File: config.mk
export PLATFORM = sky130hd
export DESIGN_NAME = wave_gen
export DESIGN_NICKNAME = d
export VERILOG_FILES = /design/src/rtl/wave_gen.sv
export SDC_FILE = /design/constraint.sdc
export NUM_CORES = 1
export LEC_CHECK = 0
export ABC_AREA = 1
export CAP_MARGIN = 20
export CORE_UTILIZATION = 60
export DETAILED_ROUTE_END_ITERATION = 10
export DONT_BUFFER_PORTS = 1
export HOLD_SLACK_MARGIN = 0.05
export PLACE_DENSITY = 0.76
export SYNTH_ARGS = -nofsm -noshare
export SYNTH_HDL_FRONTEND = slang
export SYNTH_SLANG_ARGS = --single-unit
File: constraint.sdc
create_clock -name clk -period 3.5 [get_ports clk]
set_input_delay 0.35 -clock clk [delete_from_list [all_inputs] [get_ports clk]]
set_output_delay 0.35 -clock clk [all_outputs]
set_load 0.005 [all_outputs]
File: src/rtl/wave_gen.sv
// DDS waveform generator: phase accumulator, four waveform shapes and
// power-of-two attenuation about mid-scale. Settings commit at period boundaries.
module wave_gen #(
  parameter int ACC_W   = 24,
  parameter int FREQ_W  = 16,
  parameter int OUT_W   = 14,
  parameter int PHASE_W = 8,
  parameter int AMP_W   = 3
) (
  input  logic               clk,
  input  logic               rst,
  input  logic               en,
  input  logic [FREQ_W-1:0]  freq,
  input  logic [PHASE_W-1:0] phase,
  input  logic [AMP_W-1:0]   amp,
  input  logic [1:0]         mode,
  input  logic               load,
  output logic               pending,
  output logic               sync,
  output logic [OUT_W-1:0]   DAC_in
);

  localparam logic [OUT_W-1:0] MID = {1'b1, {(OUT_W-1){1'b0}}};

  // Stage 0 state and settings
  logic [ACC_W-1:0]   acc_q, acc_d;
  logic               wrap_q, wrap_d;
  logic [FREQ_W-1:0]  act_freq_q, act_freq_d, sh_freq_q, sh_freq_d;
  logic [PHASE_W-1:0] act_phase_q, act_phase_d, sh_phase_q, sh_phase_d;
  logic [AMP_W-1:0]   act_amp_q, act_amp_d, sh_amp_q, sh_amp_d;
  logic [1:0]         act_mode_q, act_mode_d, sh_mode_q, sh_mode_d;
  logic               pending_q, pending_d;

  // Stage 1 / stage 2
  logic [OUT_W-1:0]   w_q, w_d;
  logic [AMP_W-1:0]   amp1_q, amp1_d;
  logic               sync1_q, sync1_d;
  logic [OUT_W-1:0]   dac_q, dac_d;
  logic               sync_q, sync_d;

  logic [ACC_W:0]     sum;
  logic               commit;
  logic [OUT_W-1:0]   phase_ext, p, p2, wave;
  logic signed [OUT_W:0] dev, dev_sh;
  logic [OUT_W:0]     dac_sum;

  always_comb begin
    sum    = {1'b0, acc_q} + {{(ACC_W+1-FREQ_W){1'b0}}, act_freq_q};
    wrap_d = en & sum[ACC_W];
    acc_d  = en ? sum[ACC_W-1:0] : '0;

    // A loaded value arriving on a commit cycle bypasses the shadow
    commit = !en || (act_freq_q == '0) || wrap_d;

    sh_freq_d  = load ? freq  : sh_freq_q;
    sh_phase_d = load ? phase : sh_phase_q;
    sh_amp_d   = load ? amp   : sh_amp_q;
    sh_mode_d  = load ? mode  : sh_mode_q;

    act_freq_d  = commit ? sh_freq_d  : act_freq_q;
    act_phase_d = commit ? sh_phase_d : act_phase_q;
    act_amp_d   = commit ? sh_amp_d   : act_amp_q;
    act_mode_d  = commit ? sh_mode_d  : act_mode_q;

    pending_d = commit ? 1'b0 : (load ? 1'b1 : pending_q);
  end

  always_comb begin
    phase_ext = '0;
    phase_ext[OUT_W-1 -: PHASE_W] = act_phase_q;
    p  = acc_q[ACC_W-1 -: OUT_W] + phase_ext;
    p2 = {p[OUT_W-2:0], 1'b0};
    case (act_mode_q)
      2'd0:    wave = p;
      2'd1:    wave = ~p;
      2'd2:    wave = p[OUT_W-1] ? ~p2 : p2;
      default: wave = p[OUT_W-1] ? {OUT_W{1'b1}} : '0;
    endcase
    // A zero step is treated as stopped: hold the output at mid-scale
    w_d     = (en && act_freq_q != '0) ? wave : MID;
    amp1_d  = act_amp_q;
    sync1_d = en & wrap_q;
  end

  always_comb begin
    dev     = $signed({1'b0, w_q}) - $signed({1'b0, MID});
    dev_sh  = dev >>> amp1_q;
    dac_sum = {1'b0, MID} + $unsigned(dev_sh);
    dac_d   = en ? dac_sum[OUT_W-1:0] : MID;
    sync_d  = en & sync1_q;
  end

  always_ff @(posedge clk) begin
    if (rst) begin
      acc_q       <= '0;
      wrap_q      <= 1'b0;
      act_freq_q  <= '0;
      act_phase_q <= '0;
      act_amp_q   <= '0;
      act_mode_q  <= '0;
      sh_freq_q   <= '0;
      sh_phase_q  <= '0;
      sh_amp_q    <= '0;
      sh_mode_q   <= '0;
      pending_q   <= 1'b0;
      w_q         <= MID;
      amp1_q      <= '0;
      sync1_q     <= 1'b0;
      dac_q       <= MID;
      sync_q      <= 1'b0;
    end else begin
      acc_q       <= acc_d;
      wrap_q      <= wrap_d;
      act_freq_q  <= act_freq_d;
      act_phase_q <= act_phase_d;
      act_amp_q   <= act_amp_d;
      act_mode_q  <= act_mode_d;
      sh_freq_q   <= sh_freq_d;
      sh_phase_q  <= sh_phase_d;
      sh_amp_q    <= sh_amp_d;
      sh_mode_q   <= sh_mode_d;
      pending_q   <= pending_d;
      w_q         <= w_d;
      amp1_q      <= amp1_d;
      sync1_q     <= sync1_d;
      dac_q       <= dac_d;
      sync_q      <= sync_d;
    end
  end

  assign pending = pending_q;
  assign sync    = sync_q;
  assign DAC_in  = dac_q;

endmodule

### Word level (Yosys, flattened, before mapping)

Index checks and enable logic that the tools add are counted.

| word-level totals | value |
|---|---|
| output and inout bits | 16 |
| word-level logic and storage cells | 47 |
| bits of input ports | 33 |
| register bits after elaboration | 117 |

| operators by class | value |
|---|---|
| equality and inequality tests | 2 |
| multiplexer cells | 7 |
| add/sub/neg operators | 4 |
| reduce and logical (&&, ||, !) cells | 10 |
| shift-type cells | 1 |
| bitwise logic cells | 7 |

Operators by type and width:

| operator | number |
|---|---|
| case mux 14 bit (3 select lines) | 1 |
| 2-to-1 mux 14 bit | 2 |
| inverter 14 bit | 2 |
| adder 24 x 16 -> 25 bit | 1 |
| zero test 16 bit | 1 |
| 2-to-1 mux 16 bit | 1 |
| nonzero test 16 bit | 1 |
| >>> shifter 15 x 3 -> 14 bit | 1 |
| subtractor 14 x 14 -> 15 bit (second input constant) | 1 |
| adder 14 bit | 1 |
| adder 14 bit (first input constant) | 1 |
| 2-to-1 mux 8 bit | 1 |
| OR reduction 2 bit | 3 |
| bitwise AND 1 bit | 3 |
| 2-to-1 mux 3 bit | 1 |
| equality test 2 x 1 -> 1 bit (second input constant) | 1 |
| equality test 2 bit (second input constant) | 1 |
| zero test 2 bit | 1 |
| logical OR 1 bit | 2 |
| 2-to-1 mux 2 bit | 1 |
| inverter 1 bit | 2 |
| logical AND 1 bit | 1 |
| zero test 1 bit | 1 |

### Longest topological paths before layout

Gate-level depths: netlist of run 1.

| logic depth | value |
|---|---|
| depth in word-level cells | 4 |
| gate-level depth with buffers | 13 |
| depth with buffers taken out | 12 |

### Worst setup path after synthesis of run 1

No wires, ideal clock.

| timing path | value |
|---|---|
| path type | flip-flop to flip-flop |
| start point | register acc_q[0] |
| end point | register act_freq_q[0] |
| path slack | 1.581 ns |
| required time | 3.385 ns |
| period minus slack after synthesis | 1.919 ns |
| path buffers | 1 |
| arrival | 1.804 ns |
| cell stages (with the launch flop) | 14 |
| path through | dfxtp_1 ha_1 fa_1 nand2_1 nand3_1 nand3_1 nand3_2 nand2_1 nand2_2 nand2_4 buf_6 nand3_2 nand2_1 nor2_1 |

| between the ends | value |
|---|---|
| word-level cells in the longest chain between the ends | 3 |

Ends and longest elaborated chain:

| element | RTL line | text |
|---|---|---|
| from (decl) | 26 | `logic [ACC_W-1:0] acc_q, acc_d;` |
| from (signal assigned) | 95 | `acc_q <= '0;` |
| from (signal assigned) | 112 | `acc_q <= acc_d;` |
| adder 24 x 16 -> 25 bit | 48 | `sum = {1'b0, acc_q} + {{(ACC_W+1-FREQ_W){1'b0}}, act_freq_q};` |
| bitwise AND 1 bit | 49 | `wrap_d = en & sum[ACC_W];` |
| logical OR 1 bit | 53 | `commit = !en \|\| (act_freq_q == '0) \|\| wrap_d;` |
| to (signal assigned) | 114 | `act_freq_q <= act_freq_d;` |
| to (decl) | 28 | `logic [FREQ_W-1:0] act_freq_q, act_freq_d, sh_freq_q, sh_freq_d;` |

No other way between the ends.
A chain may end at the register's enable or synchronous reset.

### Worst setup path in the final report of run 1

| timing path | value |
|---|---|
| start point | register act_freq_q[0] |
| end point | register pending_q, in the netlist pending |

| between the ends | value |
|---|---|
| word-level cells in the longest chain between the ends | 4 |

Ends and longest elaborated chain:

| element | RTL line | text |
|---|---|---|
| adder 24 x 16 -> 25 bit / zero test 16 bit (equally long branches) | 48, 53 |  |
| bitwise AND 1 bit / logical OR 1 bit (equally long branches) | 49, 53 |  |
| logical OR 1 bit (*) | 53 |  |
| OR reduction 2 bit (no source line) (*) | -- |  |
| to (signal assigned) | 122 | `pending_q <= pending_d;` |
| to (decl) | 32 | `logic pending_q, pending_d;` |

Mark *: on every way between the ends. The rest lies on a longest branch, timed or not.

==> impl_metrics.env, run 1 <==
export IMPL_cts_resized=0
export IMPL_peakVddDrop_v=0.000494
export IMPL_cpPeakStageDelay_ps=500
export IMPL_crit_path_end_kind="flip-flop"
export IMPL_synth_edf_count=0
export IMPL_synth_area_sq_um=6490
export IMPL_ys_flop_type="dfxtp_1"
export IMPL_routed_wirelength_microns=16800
export IMPL_clk_latency_ps=540
export IMPL_r2r_cells=11
export IMPL_area_growth_pct=16.9
export IMPL_viasPerCell=5.61
export IMPL_cts_buffers=17
export IMPL_cts_sinks=117
export IMPL_drive_gt1_share_pct=7.11
export IMPL_grt_first_pass_wirelength_microns=27100
export IMPL_grt_max_degree=61
export IMPL_synth_most_common_cell="nand2_1"
export IMPL_drc_errors=0
export IMPL_ant_nets=0
export IMPL_yosys_warnings=0
export IMPL_critPathRequiredTime_ps=3970
export IMPL_critPathArrivalTime_ps=3100
export IMPL_whs_path_depth=2
export IMPL_leakagePower_uw=0.00350
export IMPL_fillers=797
export IMPL_timing_final_hold_violations=0
export IMPL_synth_seq_area_share_pct=36.1
export IMPL_crit_type="flip-flop to flip-flop"
export IMPL_synth_top_cell_by_area="dfxtp_1"
export IMPL_synth_common_cells="nand2_1, nor2_1, dfxtp_1, inv_1, nand3_1"
export IMPL_core_area_sq_um=10400
export IMPL_power_density_nw_per_um2=515
export IMPL_globalplace_congestion=0.897
export IMPL_finalSetupTns_ps=0
export IMPL_path_depth=11
export IMPL_synth_nets=977
export IMPL_wl_per_cell_microns=15.3
export IMPL_fin_crit_sh_pct=75.4
export IMPL_fmax_ghz=0.379
export IMPL_antenna_found_initial=0
export IMPL_cts_root_buf="clkbuf_8"
export IMPL_fin_util_pct=72.8
export IMPL_clock_path_buffers=2
export IMPL_rsz0062_at_grt="false"
export IMPL_track_usage_pct=30.9
export IMPL_nNetsFinal=1002
export IMPL_synth_cell_types=36
export IMPL_htreeDepth=4
export IMPL_globalRouteOverflowTotal=0
export IMPL_syn_area_per_cell_sq_um=7.06
export IMPL_report_final_slew_viol_count=0
export IMPL_cp_buffers_inverters=0
export IMPL_rows=37
export IMPL_outcome="completed"
export IMPL_dieArea_sq_um=11200
export IMPL_fp_dieH_microns=106
export IMPL_pre_cts_ws_ps=1010
export IMPL_path_max_fanout=60
export IMPL_synth_area_leaders="dfxtp_1, nand2_1, nor2_1"
export IMPL_setup_violations=0
export IMPL_period_minus_slack_ps=2640
export IMPL_io_buffers=0
export IMPL_diodes=0
export IMPL_critPathSlowestCell="nand2_4"
export IMPL_die_w_microns=106
export IMPL_max_slew_margin_pct=43.8
export IMPL_skew_ps=6.26
export IMPL_detail_route_first_pass_iterations=6
export IMPL_synth_top_area_share_pct=36.1
export IMPL_cp_cell_sequence="ha_1 -> fa_1 -> nand2_1 -> nand3_1 -> nand3_1 -> nand3_2 -> nand2_1 -> nand2_2 -> nand2_4 -> o211ai_1 -> nor2_1"
export IMPL_drt_iter0_markers=490
export IMPL_fin_ws_ps=862
export IMPL_synth_seq_cells=117
export IMPL_start_util_pct=62.3
export IMPL_power_uw=3910
export IMPL_tightest_slew_ps=840
export IMPL_worst_setup_path_start_kind="flip-flop"
export IMPL_grt_pass1_vias=5879
export IMPL_vias=6127
export IMPL_min_path_type="input port to flip-flop"
export IMPL_dp_hpwl_microns=10800
export IMPL_max_cap_violations=0
export IMPL_cpLargestDelayFamily="simple AND/OR/NAND/NOR gates"
export IMPL_tritoncts="yes"
export IMPL_syn_inst=919
export IMPL_ys_async_sr_fraction_pct=0
export IMPL_io_pins=49
export IMPL_cts_clk_slew_worst_paths_ps=60
area by class of cell:
cell class | instances | area (sq um) | share of cell area [%]
timing repair buffer | 46 | 480 | 6.33
multi-input combinational | 655 | 3530 | 46.5
clock inverter | 10 | 191 | 2.52
clock buffer | 22 | 473 | 6.23
inverter | 107 | 402 | 5.29
tap | 136 | 170 | 2.24
sequential | 117 | 2340 | 30.9
worst reg2reg max path, cell delays in order (launching register included):
cell      delay, ps
dfxtp_1         330
ha_1            240
fa_1            430
nand2_1         110
nand3_1         110
nand3_1         100
nand3_2         100
nand2_1         110
nand2_2         110
nand2_4         500
o211ai_1        240
nor2_1          190
power breakdown:
| group | switching, uW | internal, uW |
|---|---|---|
| logic | 285 | 201 |
| clock network | 643 | 1310 |
| registers | 62.2 | 1410 |
| total | 990 | 2920 |
layer usage:
metal | global-route usage (%) | vias to the layer above | wire length [microns]
li1 | - | 3016 | -
met1 | 36.9 | 2813 | 7020
met2 | 52.7 | 249 | 8150
met3 | 7.54 | 49 | 1080
met4 | 13.8 | 0 | 513
met5 | 0 | - | 0
layout by cell type, fill, tap and decap left out, types with 29 or more instances in the layout:
master         instances
nand2_1              212
a21boi_1              29
nor2_1               120
a21oi_1               60
dfxtp_1              117
inv_1                107
o21ai_0               41
dlygate4sd3_1         41
nand3_1               64
mux2i_1               35
timing repair:
item,4_1_cts,5_1_grt
setup endpoints to repair,0,0
buffers inserted,0,0
endpoints found under the hold margin,36,0
hold buffers,42,0
flip-flops by register name (all words and copies together) (netlist names), 3 cells and up:
| name | count |
|---|---|
| DAC_in | 14 |
| acc_q | 24 |
| act_amp_q | 3 |
| act_freq_q | 16 |
| act_phase_q | 8 |
| amp1_q | 3 |
| sh_amp_q | 3 |
| sh_freq_q | 16 |
| sh_phase_q | 8 |
| w_q | 14 |
metrics by stage:
step / hold WS (ps) / instance area [sq um] / cells
after floorplan: 402 / 6490 / 919
after global placement: 414 / 6460 / 1018
after detailed placement: 415 / 6460 / 1018
after CTS: 71.0 / 7560 / 1092
after global routing: 89.7 / 7590 / 1093
final: 80.4 / 7590 / 1093
path summary, 6_finish.rpt:
| check | start | to | slack [ps] |
|---|---|---|---|
| max | act_freq_q[0] | pending | 860 |
| max reg2reg | act_freq_q[0] | pending | 860 |
| min | rst | sh_amp_q[1] | 80 |
| min reg2reg | act_amp_q[0] | amp1_q[0] | 440 |
cell families after synthesis:
kind of cell	share of synthesized area [%]
adder cells (fa/ha/maj)	5.05
flip-flops	36.1
buffers and inverters	9.70
AO/OA/AOI/OAI	13.2
XOR/XNOR	1.35
AND/OR/NAND/NOR	29.3
multiplexers	5.40
No activity file was read; power rests on OpenSTA's default activity.
==> run 2: changes to the inputs <==
CORE_UTILIZATION = 58   (was 60)
clock period = 2.2 ns   (was 3.5 ns; I/O delays follow)
==> run 2 against run 1 <==
Global-route usage fell by 0.77 points. Fmax rose by 25%. Combinational power increased by 67%. Setup slack got worse by 780 ps. Flip-flop and latch count is the same. Register-to-register slack got worse by 780 ps. Critical path depth down 2. Hold slack gained 6.5 ps. Count of clock-buffer cells in the layout fell by 3. Critical path type unchanged. Largest cell class unchanged. Largest power group unchanged.
==> impl_metrics.env, run 2 (same netlist as run 1, synthesis figures left out) <==
export IMPL_outcome="completed"
export IMPL_die_w_microns=108
export IMPL_antenna_found_initial=0
export IMPL_finalSetupTns_ps=0
export IMPL_dieArea_sq_um=11600
export IMPL_htreeDepth=4
export IMPL_critPathArrivalTime_ps=2550
export IMPL_report_final_slew_viol_count=0
export IMPL_critPathSlowestCell="ha_1"
export IMPL_detail_route_first_pass_iterations=6
export IMPL_viasPerCell=5.42
export IMPL_fp_dieH_microns=108
export IMPL_worst_setup_path_start_kind="flip-flop"
export IMPL_clk_latency_ps=550
export IMPL_nNetsFinal=1030
export IMPL_setup_violations=0
export IMPL_cts_sinks=117
export IMPL_largest_reg_flops=24
export IMPL_top_register="acc_q"
export IMPL_power_density_nw_per_um2=760
export IMPL_min_to="sh_freq_q[10]"
export IMPL_crit_type="flip-flop to flip-flop"
export IMPL_io_pins=49
export IMPL_core_area_sq_um=10900
export IMPL_max_cap_violations=0
export IMPL_routed_wirelength_microns=16700
export IMPL_drt_iter0_markers=498
export IMPL_clock_path_buffers=2
export IMPL_period_minus_slack_ps=2110
export IMPL_tightest_slew_ps=636
export IMPL_crit_path_end_kind="flip-flop"
export IMPL_vias=6102
export IMPL_wl_per_cell_microns=14.8
export IMPL_cp_cell_sequence="ha_1 -> nand2_1 -> o21ai_0 -> a21oi_2 -> nand2_4 -> nand2_8 -> clkbuf_16 -> a21boi_1 -> nor2_1"
export IMPL_max_slew_margin_pct=57.6
export IMPL_ant_nets=0
export IMPL_diodes=0
export IMPL_rr_endpoint="act_freq_q[14]"
export IMPL_track_usage_pct=30.2
export IMPL_dp_hpwl_microns=10500
export IMPL_cts_root_buf="clkbuf_8"
export IMPL_layout_commonest_cell="nand2_1"
export IMPL_io_buffers=0
export IMPL_r2r_cells=9
export IMPL_cts_buffers=17
export IMPL_globalRouteOverflowTotal=0
export IMPL_tritoncts="yes"
export IMPL_rows=38
export IMPL_leakagePower_uw=0.00366
export IMPL_drive_gt1_share_pct=9.95
export IMPL_grt_pass1_vias=5728
export IMPL_skew_ps=7.67
export IMPL_min_path_type="input port to flip-flop"
export IMPL_hp_start="load"
export IMPL_grt_first_pass_wirelength_microns=26800
export IMPL_area_growth_pct=21.2
export IMPL_globalplace_congestion=0.902
export IMPL_fin_crit_sh_pct=96.1
export IMPL_path_max_fanout=19
export IMPL_whs_path_depth=3
export IMPL_r2r_start="acc_q[11]"
export IMPL_top_regs="acc_q x24, act_freq_q x16, sh_freq_q x16"
export IMPL_critPathRequiredTime_ps=2640
export IMPL_drc_errors=0
export IMPL_rrSetupSlack_ps=90
export IMPL_peakVddDrop_v=0.000977
export IMPL_fmax_ghz=0.473
export IMPL_timing_final_hold_violations=0
export IMPL_hold_slack_ps=86.9
export IMPL_cpPeakStageDelay_ps=390
export IMPL_cts_clk_slew_worst_paths_ps=60
export IMPL_start_util_pct=59.6
export IMPL_layout_common_cells="nand2_1, nor2_1, dfxtp_1"
export IMPL_grt_max_degree=60
## run 2: changes by cell type in the layout (fill, tap and decap cells not counted), moves of 2 or more
| cell | previous run | this run |
|---|---|---|
| buf_12 | 1 | 4 |
| dlygate4sd3_1 | 41 | 46 |
| clkinv_4 | 1 | 5 |
| buf_4 | 3 | 21 |
| clkbuf_16 | 16 | 19 |
| bufinv_16 | 5 | 3 |
| nand2_1 | 212 | 210 |
| clkbuf_8 | 5 | 3 |
## run 2: layout make-up
class,instances,area (sq um)
Sequential cell,117,2340
Clock inverter,13,171
Inverter,107,402
Tap cell,140,175
Timing Repair Buffer,74,773
Multi-Input combinational cell,655,3560
Clock buffer,19,442
Fill cell,797,3020
## run 2: worst max path at each step
stage,from,endpoint,cells after the start
global placement,acc_q[0],act_freq_q[15],13
detailed placement,acc_q[0],act_phase_q[2],13
finish,acc_q[11],act_freq_q[14],9
global route,act_freq_q[0],act_freq_q[14],12
floorplan,acc_q[0],act_freq_q[0],13
CTS,acc_q[0],act_phase_q[2],13
## run 2: metal layers
metal	vias up	track usage, %	share of wire, %
met4	0	12.2	2.4
li1	3075	-	-
met1	2762	38.2	43
met5	-	0	0
met3	39	7.57	7.7
met2	226	48.9	47
## run 2: worst max-delay path, delay by kind of cell, from the launching register on
family | cells | cell delay, ps
buf+inv | 1 | 220
simple gates | 4 | 400
compound gates | 3 | 600
flops | 1 | 380
fa+ha+maj | 1 | 390
## run 2: per-stage QoR
stage / utilization, % / setup WS [ps] / cell area, sq um / instances / power (uW)
4_1_cts: 71.3 / 13.2 / 7760 / 1122 / 5940
5_1_grt: 72.2 / -15.6 / 7870 / 1125 / 6200
3_5_place_dp: 61.0 / 35.7 / 6650 / 1042 / 3040
2_1_floorplan: - / 281 / 6490 / 919 / 2900
3_3_place_gp: 61.0 / 122 / 6650 / 1042 / 3020
6_report: 72.2 / 85.9 / 7870 / 1125 / 5980
## run 2: timing repair
action | 4_1_cts | 5_1_grt
endpoints found under the hold margin | 65 | 0
buffers inserted | 0 | 0
hold buffers | 48 | 0
resized for setup | 0 | 8
endpoints found under the setup margin | 0 | 31
## run 2: report_power, final
part	internal, uW	leakage (uW)	total (uW)	switching (uW)
clock network	1800	0.000295	2850	1050
registers	2240	0.000959	2320	81.9
logic	339	0.00241	812	473
==> run 3: changes to the inputs <==
HOLD_SLACK_MARGIN = unset   (was 0.05)
==> run 3 against run 2 <==
Utilization shrank 0.092 points. Highest routed layer unchanged. Flip-flop and latch count is the same. Die area is the same. Non-clock buffer count shrank 1. Sequential power is essentially flat. Critical path type unchanged. Clock power is essentially flat. Wire length shrank 1.7%. Fmax grew 1.8%. Combinational power shrank 0.5%. Largest power group unchanged. Power shrank 0.19%. Final cell count is essentially flat.
==> impl_metrics.env, run 3 (same netlist as run 1, synthesis figures left out) <==
export IMPL_outcome="completed"
export IMPL_cp_buffers_inverters=1
export IMPL_p_sw_uw=1590
export IMPL_largest_reg_flops=24
export IMPL_grt_pass1_vias=5725
export IMPL_fillers=805
export IMPL_multi_input_area_sq_um=3560
export IMPL_critPathArrivalTime_ps=2510
export IMPL_max_cap_violations=0
export IMPL_fmax_ghz=0.481
export IMPL_top_register="acc_q"
export IMPL_tritoncts="yes"
export IMPL_track_usage_pct=30.1
export IMPL_routed_wirelength_microns=16400
export IMPL_clk_latency_ps=540
export IMPL_place_area_sq_um=6650
export IMPL_drive_gt1_share_pct=9.96
export IMPL_max_slew_margin_pct=57.8
export IMPL_detail_route_first_pass_iterations=5
export IMPL_period_minus_slack_ps=2080
export IMPL_critPathSlowestCell="ha_1"
export IMPL_antenna_found_initial=0
export IMPL_layout_commonest_cell="nand2_1"
export IMPL_power_density_nw_per_um2=760
export IMPL_globalRouteOverflowTotal=0
export IMPL_cts_clk_slew_worst_paths_ps=60
export IMPL_crit_path_end_kind="flip-flop"
export IMPL_p_int_uw=4370
export IMPL_min_path_type="input port to flip-flop"
export IMPL_die_w_microns=108
export IMPL_timing_final_hold_violations=0
export IMPL_rows=38
export IMPL_leakagePower_uw=0.00366
export IMPL_top_regs="acc_q x24, act_freq_q x16, sh_freq_q x16"
export IMPL_vias=6057
export IMPL_pre_cts_ws_ps=35.7
export IMPL_report_final_slew_viol_count=0
export IMPL_swShare_pct=26.7
export IMPL_r2r_cells=9
export IMPL_critPathRequiredTime_ps=2630
export IMPL_io_buffers=0
export IMPL_dieArea_sq_um=11600
export IMPL_combPwrFrac_pct=13.5
export IMPL_cts_sinks=117
export IMPL_diodes=0
export IMPL_ant_nets=0
export IMPL_area_growth_pct=21.1
export IMPL_nNetsFinal=1029
export IMPL_grt_first_pass_wirelength_microns=26700
export IMPL_start_util_pct=59.6
export IMPL_io_pins=49
export IMPL_fp_dieH_microns=108
export IMPL_path_max_fanout=19
export IMPL_core_area_sq_um=10900
export IMPL_cts_buffers=17
export IMPL_worst_setup_path_start_kind="flip-flop"
export IMPL_tightest_slew_ps=633
export IMPL_fin_crit_sh_pct=94.4
export IMPL_clock_path_buffers=2
export IMPL_register_area_sq_um=2340
export IMPL_fin_area_sq_um=7860
export IMPL_layout_common_cells="nand2_1, nor2_1, dfxtp_1"
export IMPL_grt_max_degree=60
export IMPL_cpLargestDelayFamily="compound AO/OA/AOI/OAI gates"
export IMPL_post_cts_buffers=0
export IMPL_peakVddDrop_v=0.000977
export IMPL_cp_cell_sequence="ha_1 -> nand2_1 -> o21ai_0 -> a21oi_2 -> nand2_4 -> nand2_8 -> clkbuf_16 -> a21boi_1 -> nor2_1"
export IMPL_finalSetupTns_ps=0
export IMPL_globalplace_congestion=0.902
export IMPL_path_depth=9
export IMPL_htreeDepth=4
export IMPL_viasPerCell=5.39
export IMPL_p_clk_share_pct=47.6
export IMPL_crit_type="flip-flop to flip-flop"
export IMPL_cts_root_buf="clkbuf_8"
export IMPL_setup_violations=0
export IMPL_fin_ws_ps=123
export IMPL_cpPeakStageDelay_ps=390
export IMPL_pwr_share_seq_pct=38.9
export IMPL_whs_path_depth=3
export IMPL_dp_hpwl_microns=10500
export IMPL_drt_iter0_markers=398
export IMPL_skew_ps=8.85
export IMPL_drc_errors=0
export IMPL_wl_per_cell_microns=14.6
[run 3: worst reg2reg max path: cells and delay by family, from the launching register on]
kind / cells / cell delay [ps]
AOI/OAI and AO/OA: 3 / 590
and+or+nand+nor: 4 / 380
DFF: 1 / 380
buffers and inverters: 1 / 220
adders and majority gates: 1 / 390
[run 3: repair_timing]
| item | CTS | global route |
|---|---|---|
| gates resized for setup | 0 | 8 |
| hold buffers | 47 | 0 |
| hold endpoints to repair | 53 | 0 |
| endpoints found under the setup margin | 0 | 31 |
[run 3: final timing paths]
| kind | slack, ps | from | endpoint |
|---|---|---|---|
| worst max-delay path | 120 | acc_q[11] | act_phase_q[2] |
| worst min-delay path | 20 | phase[0] | act_phase_q[0] |
| worst max register to register | 120 | acc_q[11] | act_phase_q[2] |
| worst min register to register | 430 | sync1_q | sync |
[run 3: power by group through the flow]
stage	registers, uW	clock network (uW)	logic, uW
finish	2320	2840	808
global placement	2360	0	666
global route	2330	2960	906
floorplan	2330	0	578
detailed placement	2360	0	676
CTS	2320	2850	781
[run 3: area by class of cell]
cell class	count	share of cell area [%]
timing repair buffer	73	9.71
sequential	117	29.8
tap	140	2.23
clock buffer	19	5.62
multi-input combinational	655	45.3
inverter	107	5.11
clock inverter	13	2.18
[run 3: per-stage QoR]
step           hold slack [ps]  power (uW)  util (%)  instances
2_1_floorplan              334        2900         -        919
3_3_place_gp               295        3020      61.0       1042
3_5_place_dp               296        3040      61.0       1042
4_1_cts                   6.91        5940      71.2       1121
5_1_grt                   36.8        6200      72.2       1124
6_report                  17.2        5970      72.2       1124
[run 3: metal layers]
layer	wire (microns)	global-route usage (%)	share of wire, %	vias up
met5	0	0	0	-
met4	355	12.0	2.2	0
met3	1090	7.32	6.7	32
met2	7660	49.3	47	226
met1	7300	37.8	44	2730
li1	-	-	-	3069
